[config.mk]
export PLATFORM = sky130hd
export DESIGN_NAME = pol_sweep_acc
export DESIGN_NICKNAME = d
export VERILOG_FILES = /design/src/rtl/pol_sweep_pkg.sv /design/src/rtl/pol_sweep_acc_sm_acc.sv /design/src/rtl/pol_sweep_acc.sv
export SDC_FILE = /design/constraint.sdc
export NUM_CORES = 1
export LEC_CHECK = 0
export CAP_MARGIN = 20
export CORE_AREA = 2 2 69 84
export DETAILED_ROUTE_END_ITERATION = 10
export DIE_AREA = 0 0 71 86
export GPL_TIMING_DRIVEN = 0
export PLACE_DENSITY_LB_ADDON = 0.05
export SYNTH_ARGS = -nofsm -noshare
export SYNTH_HDL_FRONTEND = slang
export SYNTH_SLANG_ARGS = --single-unit
[constraint.sdc]
create_clock -name CLK -period 3.3 [get_ports CLK]
set_input_delay 0.33 -clock CLK [delete_from_list [all_inputs] [get_ports CLK]]
set_output_delay 0.33 -clock CLK [all_outputs]
set_load 0.02 [all_outputs]
[src/rtl/pol_sweep_pkg.sv]
// Shared definitions for the polynomial sweep accumulator.
//   state_e      - FSM state encoding (3-bit)
//   ARG_* / OP_* - codes forwarded on mem_arg / mem_op
//   DEF_DATA_W   - default memory result width (sign-magnitude)
//   sm_to_tc()   - sign-magnitude result -> two's complement, DEF_ACC_W+1 bits
`timescale 1ns/1ps
package pol_sweep_pkg;

  localparam int DEF_DATA_W = 9;
  localparam int DEF_ACC_W  = 13;

  typedef enum logic [2:0] {
    S_IDLE    = 3'd0,
    S_WRITE   = 3'd1,
    S_READ    = 3'd2,
    S_CAPTURE = 3'd3,
    S_DONE    = 3'd4
  } state_e;

  localparam logic [1:0] ARG_P1 = 2'b00;
  localparam logic [1:0] ARG_P2 = 2'b01;
  localparam logic [1:0] ARG_M1 = 2'b10;
  localparam logic [1:0] ARG_M2 = 2'b11;

  localparam logic OP_POLY  = 1'b0;
  localparam logic OP_DERIV = 1'b1;

  // Negative zero needs no special case: negating a zero magnitude yields 0.
  function automatic logic signed [DEF_ACC_W:0] sm_to_tc(input logic [DEF_DATA_W-1:0] sm);
    logic signed [DEF_ACC_W:0] mag;
    mag = $signed({{(DEF_ACC_W + 2 - DEF_DATA_W){1'b0}}, sm[DEF_DATA_W-2:0]});
    return sm[DEF_DATA_W-1] ? -mag : mag;
  endfunction

endpackage

[src/rtl/pol_sweep_acc_sm_acc.sv]
// pol_sm_acc: combinational sign-magnitude conversion plus saturating add.
//   data_i  - memory result, sign-magnitude
//   sum_i   - current accumulator (two's complement, ACC_W bits)
//   sum_o   - next accumulator value, saturated to the ACC_W range
//   ovf_o   - high when this addition saturated
`timescale 1ns/1ps
module pol_sm_acc
  import pol_sweep_pkg::*;
#(
  parameter int ACC_W  = 13,
  parameter int DATA_W = DEF_DATA_W
) (
  input  logic [DATA_W-1:0] data_i,
  input  logic [ACC_W-1:0]  sum_i,
  output logic [ACC_W-1:0]  sum_o,
  output logic              ovf_o
);

  logic signed [DEF_ACC_W:0] tc_full;
  logic signed [ACC_W:0]     val;
  logic        [ACC_W:0]     wide;

  assign tc_full = sm_to_tc(data_i);
  assign val     = (ACC_W+1)'(tc_full);
  // One guard bit: the two top bits disagree exactly when the true sum
  // has left the ACC_W range.
  assign wide    = {sum_i[ACC_W-1], sum_i} + val;

  always_comb begin
    ovf_o = wide[ACC_W] ^ wide[ACC_W-1];
    sum_o = wide[ACC_W-1:0];
    if (ovf_o) begin
      sum_o = wide[ACC_W] ? {1'b1, {(ACC_W-1){1'b0}}} : {1'b0, {(ACC_W-1){1'b1}}};
    end
  end

endmodule

[src/rtl/pol_sweep_acc.sv]
// pol_sweep_acc: sequences the polynomial memory over an address range
// (WRITE -> READ -> CAPTURE per entry) and accumulates the results.
//   CLK, RSTn            - clock, async active-low reset
//   start                - sweep request, sampled in IDLE only
//   op_in, arg_in        - latched at start, forwarded on mem_op / mem_arg
//   first_addr/last_addr - inclusive range, wraps 15 -> 0
//   mem_mode/addr/op/arg - memory control (mem_mode=1 evaluates+stores)
//   mem_data             - sign-magnitude read result
//   busy, done           - handshake; sum/count/ovf - sweep results
// Optional: define POL_SWEEP_PEAK_EN for peak_max/peak_min and their
// addresses (sign-magnitude values, earliest address kept on ties).
`timescale 1ns/1ps
module pol_sweep_acc
  import pol_sweep_pkg::*;
#(
  parameter int ACC_W  = 13,
  parameter int DATA_W = DEF_DATA_W
) (
  input  logic              CLK,
  input  logic              RSTn,
  input  logic              start,
  input  logic              op_in,
  input  logic [1:0]        arg_in,
  input  logic [3:0]        first_addr,
  input  logic [3:0]        last_addr,
  output logic              mem_mode,
  output logic [3:0]        mem_addr,
  output logic              mem_op,
  output logic [1:0]        mem_arg,
  input  logic [DATA_W-1:0] mem_data,
  output logic              busy,
  output logic              done,
  output logic [ACC_W-1:0]  sum,
  output logic [4:0]        count,
  output logic              ovf
`ifdef POL_SWEEP_PEAK_EN
  ,
  output logic [DATA_W-1:0] peak_max,
  output logic [DATA_W-1:0] peak_min,
  output logic [3:0]        peak_max_addr,
  output logic [3:0]        peak_min_addr
`endif
);

  state_e             state_q, state_d;
  logic [3:0]         addr_q, addr_d;
  logic               op_q, op_d;
  logic [1:0]         arg_q, arg_d;
  logic [4:0]         n_q, n_d;
  logic [ACC_W-1:0]   sum_q, sum_d;
  logic [4:0]         count_q, count_d;
  logic               ovf_q, ovf_d;
  logic [ACC_W-1:0]   acc_sum;
  logic               acc_ovf;

`ifdef POL_SWEEP_PEAK_EN
  logic [DATA_W-1:0]  pmax_q, pmax_d, pmin_q, pmin_d;
  logic [3:0]         pmax_addr_q, pmax_addr_d, pmin_addr_q, pmin_addr_d;
  logic signed [DEF_ACC_W:0] cur_tc, max_tc, min_tc;

  assign cur_tc = sm_to_tc(mem_data);
  assign max_tc = sm_to_tc(pmax_q);
  assign min_tc = sm_to_tc(pmin_q);
`endif

  pol_sm_acc #(.ACC_W(ACC_W), .DATA_W(DATA_W)) u_acc (
    .data_i (mem_data),
    .sum_i  (sum_q),
    .sum_o  (acc_sum),
    .ovf_o  (acc_ovf)
  );

  // NOTE: every variable gets its default before the case so no path leaves
  // one unassigned; an unassigned path would infer a latch.
  always_comb begin
    state_d = state_q;
    addr_d  = addr_q;
    op_d    = op_q;
    arg_d   = arg_q;
    n_d     = n_q;
    sum_d   = sum_q;
    count_d = count_q;
    ovf_d   = ovf_q;
`ifdef POL_SWEEP_PEAK_EN
    pmax_d      = pmax_q;
    pmin_d      = pmin_q;
    pmax_addr_d = pmax_addr_q;
    pmin_addr_d = pmin_addr_q;
`endif
    unique case (state_q)
      S_IDLE: begin
        if (start) begin
          op_d    = op_in;
          arg_d   = arg_in;
          addr_d  = first_addr;
          // The 4-bit difference wraps mod 16, giving the wrapped length.
          n_d     = {1'b0, 4'(last_addr - first_addr)} + 5'd1;
          sum_d   = '0;
          count_d = '0;
          ovf_d   = 1'b0;
          state_d = S_WRITE;
        end
      end
      S_WRITE:   state_d = S_READ;
      S_READ:    state_d = S_CAPTURE;
      S_CAPTURE: begin
        sum_d   = acc_sum;
        ovf_d   = ovf_q | acc_ovf;
        count_d = count_q + 5'd1;
`ifdef POL_SWEEP_PEAK_EN
        // Strict compares keep the earliest address on ties.
        if (count_q == 5'd0 || cur_tc > max_tc) begin
          pmax_d      = mem_data;
          pmax_addr_d = addr_q;
        end
        if (count_q == 5'd0 || cur_tc < min_tc) begin
          pmin_d      = mem_data;
          pmin_addr_d = addr_q;
        end
`endif
        if (count_d == n_q) begin
          state_d = S_DONE;
        end else begin
          addr_d  = addr_q + 4'd1;
          state_d = S_WRITE;
        end
      end
      S_DONE:  state_d = S_IDLE;
      default: state_d = S_IDLE;
    endcase
  end

  // NOTE: sequential state uses non-blocking assignments so every register
  // samples the pre-edge values regardless of statement order.
  always_ff @(posedge CLK or negedge RSTn) begin
    if (!RSTn) begin
      state_q <= S_IDLE;
      addr_q  <= '0;
      op_q    <= 1'b0;
      arg_q   <= '0;
      n_q     <= '0;
      sum_q   <= '0;
      count_q <= '0;
      ovf_q   <= 1'b0;
`ifdef POL_SWEEP_PEAK_EN
      pmax_q      <= '0;
      pmin_q      <= '0;
      pmax_addr_q <= '0;
      pmin_addr_q <= '0;
`endif
    end else begin
      state_q <= state_d;
      addr_q  <= addr_d;
      op_q    <= op_d;
      arg_q   <= arg_d;
      n_q     <= n_d;
      sum_q   <= sum_d;
      count_q <= count_d;
      ovf_q   <= ovf_d;
`ifdef POL_SWEEP_PEAK_EN
      pmax_q      <= pmax_d;
      pmin_q      <= pmin_d;
      pmax_addr_q <= pmax_addr_d;
      pmin_addr_q <= pmin_addr_d;
`endif
    end
  end

  // Decoded straight from the state register so reset drops mem_mode and
  // busy asynchronously with no registered lag.
  assign mem_mode = (state_q == S_WRITE);
  assign busy     = (state_q == S_WRITE) || (state_q == S_READ) || (state_q == S_CAPTURE);
  assign done     = (state_q == S_DONE);
  assign mem_addr = addr_q;
  assign mem_op   = op_q;
  assign mem_arg  = arg_q;
  assign sum      = sum_q;
  assign count    = count_q;
  assign ovf      = ovf_q;
`ifdef POL_SWEEP_PEAK_EN
  assign peak_max      = pmax_q;
  assign peak_min      = pmin_q;
  assign peak_max_addr = pmax_addr_q;
  assign peak_min_addr = pmin_addr_q;
`endif

endmodule

* Word level (Yosys, flattened, before mapping)
Index checks and enable logic that the tools add are counted.
** Storage, ports and cells
- Register bits :: 34
- Bits in latches :: 0
- RAM bits :: 0
- Memory bits (read-only) :: 0
- Input bits :: 23
- Output and inout bits :: 29
- Logic and storage cells :: 45
- Memories kept :: 0
** Cells by class
- $add $sub $neg :: 6
- Multiply operators :: 0
- Div/mod/pow operators :: 0
- Order comparisons :: 0
- Eq/ne operators :: 7
- Shift operators :: 0
- Multiplexer cells :: 15
- Bitwise gates (word level) :: 2
- Reductions and logical operators :: 7
** Operators by type and width (number)
- two-way mux 13 bit :: 3
- case mux 13 bit (2 select lines) :: 1
- adder 14 bit :: 1
- two-way mux 14 bit :: 1
- negation 8 -> 14 bit :: 1
- case mux 3 bit (4 select lines) :: 1
- case mux 5 bit (2 select lines) :: 1
- two-way mux 4 bit :: 2
- case mux 4 bit (2 select lines) :: 1
- equality test 3 x 2 -> 1 bit, second input constant :: 2
- two-way mux 3 bit :: 2
- adder 4 x 1 -> 5 bit, second input constant :: 1
- adder 5 x 1 -> 5 bit, second input constant :: 1
- equality test 5 bit :: 1
- two-way mux 5 bit :: 1
- adder 4 x 1 -> 4 bit, second input constant :: 1
- != test 2 bit, second input constant :: 2
- AND reduction 2 bit :: 2
- subtractor 4 bit :: 1
- equality test 3 x 1 -> 1 bit, second input constant :: 1
- equality test 3 bit, second input constant :: 1
- logical NOT 3 bit :: 1
- AND reduction 3 bit :: 1
- logical OR 1 bit :: 2
- other kinds (5) :: 5

* Longest topological paths before layout
- Depth in word-level cells :: 6
- Depth in mapped cells :: 14
- Depth with buffers taken out :: 13

* By module
A second synthesis with hierarchy kept.
** Unflattened totals
- Cell total of the unflattened synthesis :: 291
- Area total of the unflattened synthesis :: 2777.7 µm²
** By module, submodules not included
- pol_sweep_acc :: times used 1, cells an instance 163, area each 1784.2 µm², sequential area each 850.8 µm²
- pol_sm_acc :: times used 1, cells an instance 128, area each 993.5 µm², sequential area each 0.0 µm²

* Worst setup path before layout
OpenSTA, ideal clock, no wires.
- Path kind :: input-to-reg
- Start :: input mem_data[5]
- End :: register sum_q[0], in the netlist sum[0]
- Library setup time :: 0.121 ns
- Arrival time :: 2.786 ns
- Data required time :: 3.179 ns
- Setup slack :: 0.393 ns
- Cell stages on the path :: 10
- Path buffers :: 1
- Path through :: or3_4 o31a_1 ha_1 a21oi_2 o21a_1 o211ai_1 a311oi_4 buf_6 a21oi_2 a22o_1
** On the way
- Cells in the longest elaborated chain, start to end :: 6
- Elaborated cells on any way between the ends :: 7
- Classes of those cells :: add/sub (2); mux (4); bitwise (1)
** RTL lines
- start, declared :: RTL line pol_sweep_acc.sv:30 : input logic [DATA_W-1:0] mem_data,
- negation 8 -> 14 bit :: RTL line pol_sweep_pkg.sv:32 : return sm[DEF_DATA_W-1] ? -mag : mag;
- two-way mux 14 bit * :: RTL line pol_sweep_pkg.sv:32
- adder 14 bit * :: RTL line pol_sweep_acc_sm_acc.sv:27 : assign wide = {sum_i[ACC_W-1], sum_i} + val;
- two-way mux 13 bit / bitwise XOR 1 bit (equally long branches) :: RTL line pol_sweep_acc_sm_acc.sv:33, pol_sweep_acc_sm_acc.sv:30
- two-way mux 13 bit * :: RTL line pol_sweep_acc_sm_acc.sv:32 : if (ovf_o) begin
- case mux 13 bit (2 select lines) * :: RTL line pol_sweep_acc.sv:90 : unique case (state_q)
- end signal, assigned :: RTL line pol_sweep_acc.sv:157 : sum_q <= sum_d;
- end, declared :: RTL line pol_sweep_acc.sv:50 : logic [ACC_W-1:0] sum_q, sum_d;
Mark *: on every way between the ends. The rest lies on a longest branch, timed or not.
A chain may end at the register's enable or synchronous reset.

* Worst setup path after layout
- Start :: input mem_data[2]
- End :: register sum_q[7], in the netlist sum[7]
The elaborated chain is that of the path after synthesis.

==> reports/metrics.json <==
{
  "outcome": {
    "run_status": "complete, no violations"
  },
  "setup_path": {
    "ff2ff_setup_slack_ns": 0.66,
    "critPathMaxStageDelay_ns": 0.48,
    "worst_r2r_endpoint": "sum[10]$_DFFE_PN0P_",
    "worstPathCellList": "clkdlybuf4s50_1 -> nor2_2 -> nand2_2 -> o31ai_4 -> xnor2_2 -> ha_1 -> nand2_1 -> nor2_2 -> o31ai_4 -> o311ai_4 -> xnor2_4 -> buf_4 -> maj3_1 -> o21ai_1",
    "timing.critical_path.max_delay_family": "compound AO/OA/AOI/OAI gates",
    "critPathArrivalTime_ns": 3.35,
    "path_max_fanout": 7,
    "worst-r2r-cell-count": 10,
    "crit_slowest_cell": "sky130_fd_sc_hd__clkdlybuf4s50_1",
    "worst-path-buf-inv": 2,
    "setup.worst_path.start_class": "primary input",
    "setup.worst_path.class": "in -> reg",
    "path_depth": 14,
    "setup.worst_path.end_class": "register",
    "r2r_start": "sum[0]$_DFFE_PN0P_",
    "cp_data_required_time_ns": 3.50
  },
  "floorplan": {
    "initial_utilization": 0.5194,
    "chipHeight_um": 86,
    "width_of_the_die_um": 71,
    "num_rows": 29,
    "core_mm2": 0.005261,
    "fp.dieArea_mm2": 0.006106,
    "io-pin-count": 52
  },
  "pwr": {
    "vdd_ir_drop_max_v": 0.0006024,
    "power_density_mw_per_mm2": 1082,
    "total_leakage_power_uw": 0.001582
  },
  "place": {
    "final_weighted_congestion_in_routability_driven_placement": 0.8092,
    "port-buffer-count": 51,
    "preCtsSetupSlack_ns": -0.4872,
    "place.detailed.hpwl_um": 4650,
    "dp.cells": 412
  },
  "sta": {
    "final.setup_skew_ns": 0.005813,
    "maxClockFrequency_ghz": 0.3179,
    "finalCriticalPeriod_ns": 3.145,
    "worst_margin_slew_ns": 0.7832,
    "slew_headroom": 0.4779,
    "total_count_of_hold_check_failures_in_the_final_report": 0,
    "setup_viol": 0,
    "finalWorstSetupSlack_ns": 0.1547,
    "timing.final.crit_share": 0.9531,
    "timing_max_transition_violations_final": 0
  },
  "cts": {
    "cts.sink_count": 34,
    "cts_max_path_buffers": 2,
    "cts-htree-levels": 2,
    "cts.hold.buffers_added": 0,
    "clk_latency_ns": 0.28,
    "clkSlewWorstSetupHoldPaths_ns": 0.07,
    "cts_root_buffer": "sky130_fd_sc_hd__clkbuf_8",
    "cts_tree": "built",
    "cts_buffers": 5
  },
  "synthesis": {
    "synth-edff-count": 0,
    "netlist_instances": 299,
    "ys_warn_count": 0,
    "library_cell_with_the_highest_instance_count_after_synthesis": "sky130_fd_sc_hd__nand2_1",
    "netlist.top_cell.by_area": "sky130_fd_sc_hd__dfrtp_1",
    "synth_ff_type": "sky130_fd_sc_hd__dfrtp_1",
    "synth_nets": 345,
    "synthArstFlopShare": 1.000,
    "synth_largest_type_area_fraction": 0.3114,
    "synth.yosys.seq_area_share": 0.3114,
    "yosys-top-cells-area": "sky130_fd_sc_hd__dfrtp_1, sky130_fd_sc_hd__ha_1, sky130_fd_sc_hd__nand2_1",
    "post_synth.cell_area_avg_um2": 9.139,
    "synth_top_cells_by_count": "sky130_fd_sc_hd__nand2_1, sky130_fd_sc_hd__dfrtp_1, sky130_fd_sc_hd__ha_1, sky130_fd_sc_hd__nor2_1, sky130_fd_sc_hd__xnor2_1",
    "synth.cell_area_mm2": 0.002733,
    "ys_ff_latch": 34,
    "yosys.cell_types.count": 51
  },
  "routing": {
    "drtPass1Iterations": 4,
    "detail_route.wirelength_um": 6267,
    "route.detailed.vias_per_inst": 5.514,
    "route.detailed.wl_per_inst_um": 14.78,
    "route.vias.total": 2338,
    "drc": 0,
    "detail_route.iter0.violations": 90,
    "final_antenna_net_count": 0
  },
  "cells_and_area": {
    "antenna-diode-count": 0,
    "filler_cell_count": 435,
    "finalNetCount": 408,
    "multiInputGateArea_mm2": 0.001902,
    "layout-drive-gt1-share": 0.1492,
    "syn_to_final_growth_pct": 30.59,
    "total_area_of_sequential_cells_um2": 850.8,
    "stdcell_count": 424
  },
  "grt": {
    "grt_start_max_net_pins": 35,
    "first_pass_grt_wire_length_um": 10530,
    "antenna_found_initial": 0,
    "grt_use_total": 0.2168,
    "first_global_vias": 2256,
    "gr-total-overflow": 0
  },
  "worst_hold_path": {
    "worst_min_delay_path_class": "in -> async"
  },
  "flow_run": {
    "max-cap-violations": 0
  }
}
[timing repair]
action	CTS	global route
endpoints found under the setup margin	14	14
pin swaps	2	10
setup buffers	1	3
cloned	0	1
gates resized for setup	7	27
[how the worst max path moves through the flow]
stage | from | endpoint | slack [ns]
after CTS | mem_data[0] | sum[0]$_DFFE_PN0P_ | 0.01
final | mem_data[2] | sum[7]$_DFFE_PN0P_ | 0.15
after detailed placement | mem_data[5] | sum[0]$_DFFE_PN0P_ | -0.49
after global placement | mem_data[5] | sum[0]$_DFFE_PN0P_ | -0.46
after floorplan | mem_data[5] | sum[0]$_DFFE_PN0P_ | 0.39
after global routing | mem_data[2] | sum[5]$_DFFE_PN0P_ | -0.04
[layer usage]
layer,up-vias,routed length [um],track usage
li1,1179,-,-
met5,-,0,0
met4,0,61,0.06346
met1,1105,2663,0.2707
met3,5,238,0.03290
met2,49,3304,0.3857
[logic make-up after synthesis]
kind of cell	count (synthesis)	share of synthesized area
AO/OA/AOI/OAI	76	0.2005
XOR/XNOR	33	0.1255
adder cells (fa/ha/maj)	33	0.1497
buffers and inverters	24	0.03846
flip-flops	34	0.3114
AND/OR/NAND/NOR	99	0.1745
[through the flow]
step	setup TNS, ns	hold WS, ns	total power [uW]	utilization	area, um2
after floorplan	0	0.03441	2652	-	2733
after global placement	-5.123	0.4578	3342	0.6312	3321
after detailed placement	-5.546	0.4501	3371	0.6302	3316
after CTS	0	0.1458	3749	0.6537	3440
after global routing	-0.09787	0.2018	4199	0.6782	3568
final	0	0.1272	3860	0.6782	3568
[registers in the layout (all words and copies together) (netlist names)]
signal,cells
n_q,5
mem_addr,4
state_q,3
sum,13
ovf,1
mem_arg,2
count,5
mem_op,1
[power by group]
| group | switching (uW) | total, uW | internal (uW) |
|---|---|---|---|
| logic | 1470 | 2780 | 1310 |
| clock network | 139 | 284 | 145 |
| registers | 173 | 791 | 618 |
| total | 1780 | 3860 | 2080 |
[final cells by class]
cell class                 count  area share
multi-input combinational    241      0.5330
sequential                    34      0.2384
timing repair buffer          56      0.1557
tap                           62     0.02174
clock buffer                   7     0.02139
buffer                        11     0.01613
inverter                      13     0.01367
[layout by cell type (no fill, tap or decap), types with 3 or more instances in the layout]
master,synthesis,final
sky130_fd_sc_hd__and2_1,3,3
sky130_fd_sc_hd__maj3_1,5,5
sky130_fd_sc_hd__nor3_1,5,3
sky130_fd_sc_hd__inv_1,13,12
sky130_fd_sc_hd__buf_4,0,4
sky130_fd_sc_hd__nor2_1,19,16
sky130_fd_sc_hd__a22o_1,5,5
sky130_fd_sc_hd__xor2_1,12,12
sky130_fd_sc_hd__o21ai_0,15,13
sky130_fd_sc_hd__ha_1,21,19
sky130_fd_sc_hd__dfrtp_1,34,34
sky130_fd_sc_hd__clkbuf_1,9,10
sky130_fd_sc_hd__a21o_1,3,3
sky130_fd_sc_hd__nand3_1,7,7
sky130_fd_sc_hd__dlymetal6s2s_1,0,5
sky130_fd_sc_hd__xnor2_1,17,16
sky130_fd_sc_hd__nand2_1,46,44
sky130_fd_sc_hd__o21ai_1,13,14
sky130_fd_sc_hd__a21oi_1,15,13
sky130_fd_sc_hd__nand2b_1,6,5
sky130_fd_sc_hd__nor2_2,1,4
sky130_fd_sc_hd__clkdlybuf4s50_1,0,45
sky130_fd_sc_hd__clkbuf_8,0,5
sky130_fd_sc_hd__maj3_2,5,5
sky130_fd_sc_hd__o21a_1,3,3
[worst reg2reg max path, cell delays in order, from the launching register on]
cell	delay, ns
sky130_fd_sc_hd__dfrtp_1	0.39
sky130_fd_sc_hd__ha_1	0.23
sky130_fd_sc_hd__inv_1	0.07
sky130_fd_sc_hd__fa_1	0.39
sky130_fd_sc_hd__nand2b_4	0.18
sky130_fd_sc_hd__a211oi_4	0.29
sky130_fd_sc_hd__o21ai_0	0.15
sky130_fd_sc_hd__a211o_1	0.29
sky130_fd_sc_hd__xor2_1	0.16
sky130_fd_sc_hd__maj3_2	0.31
sky130_fd_sc_hd__o21ai_1	0.12
Note: power is estimated with default switching activity, not from simulation.
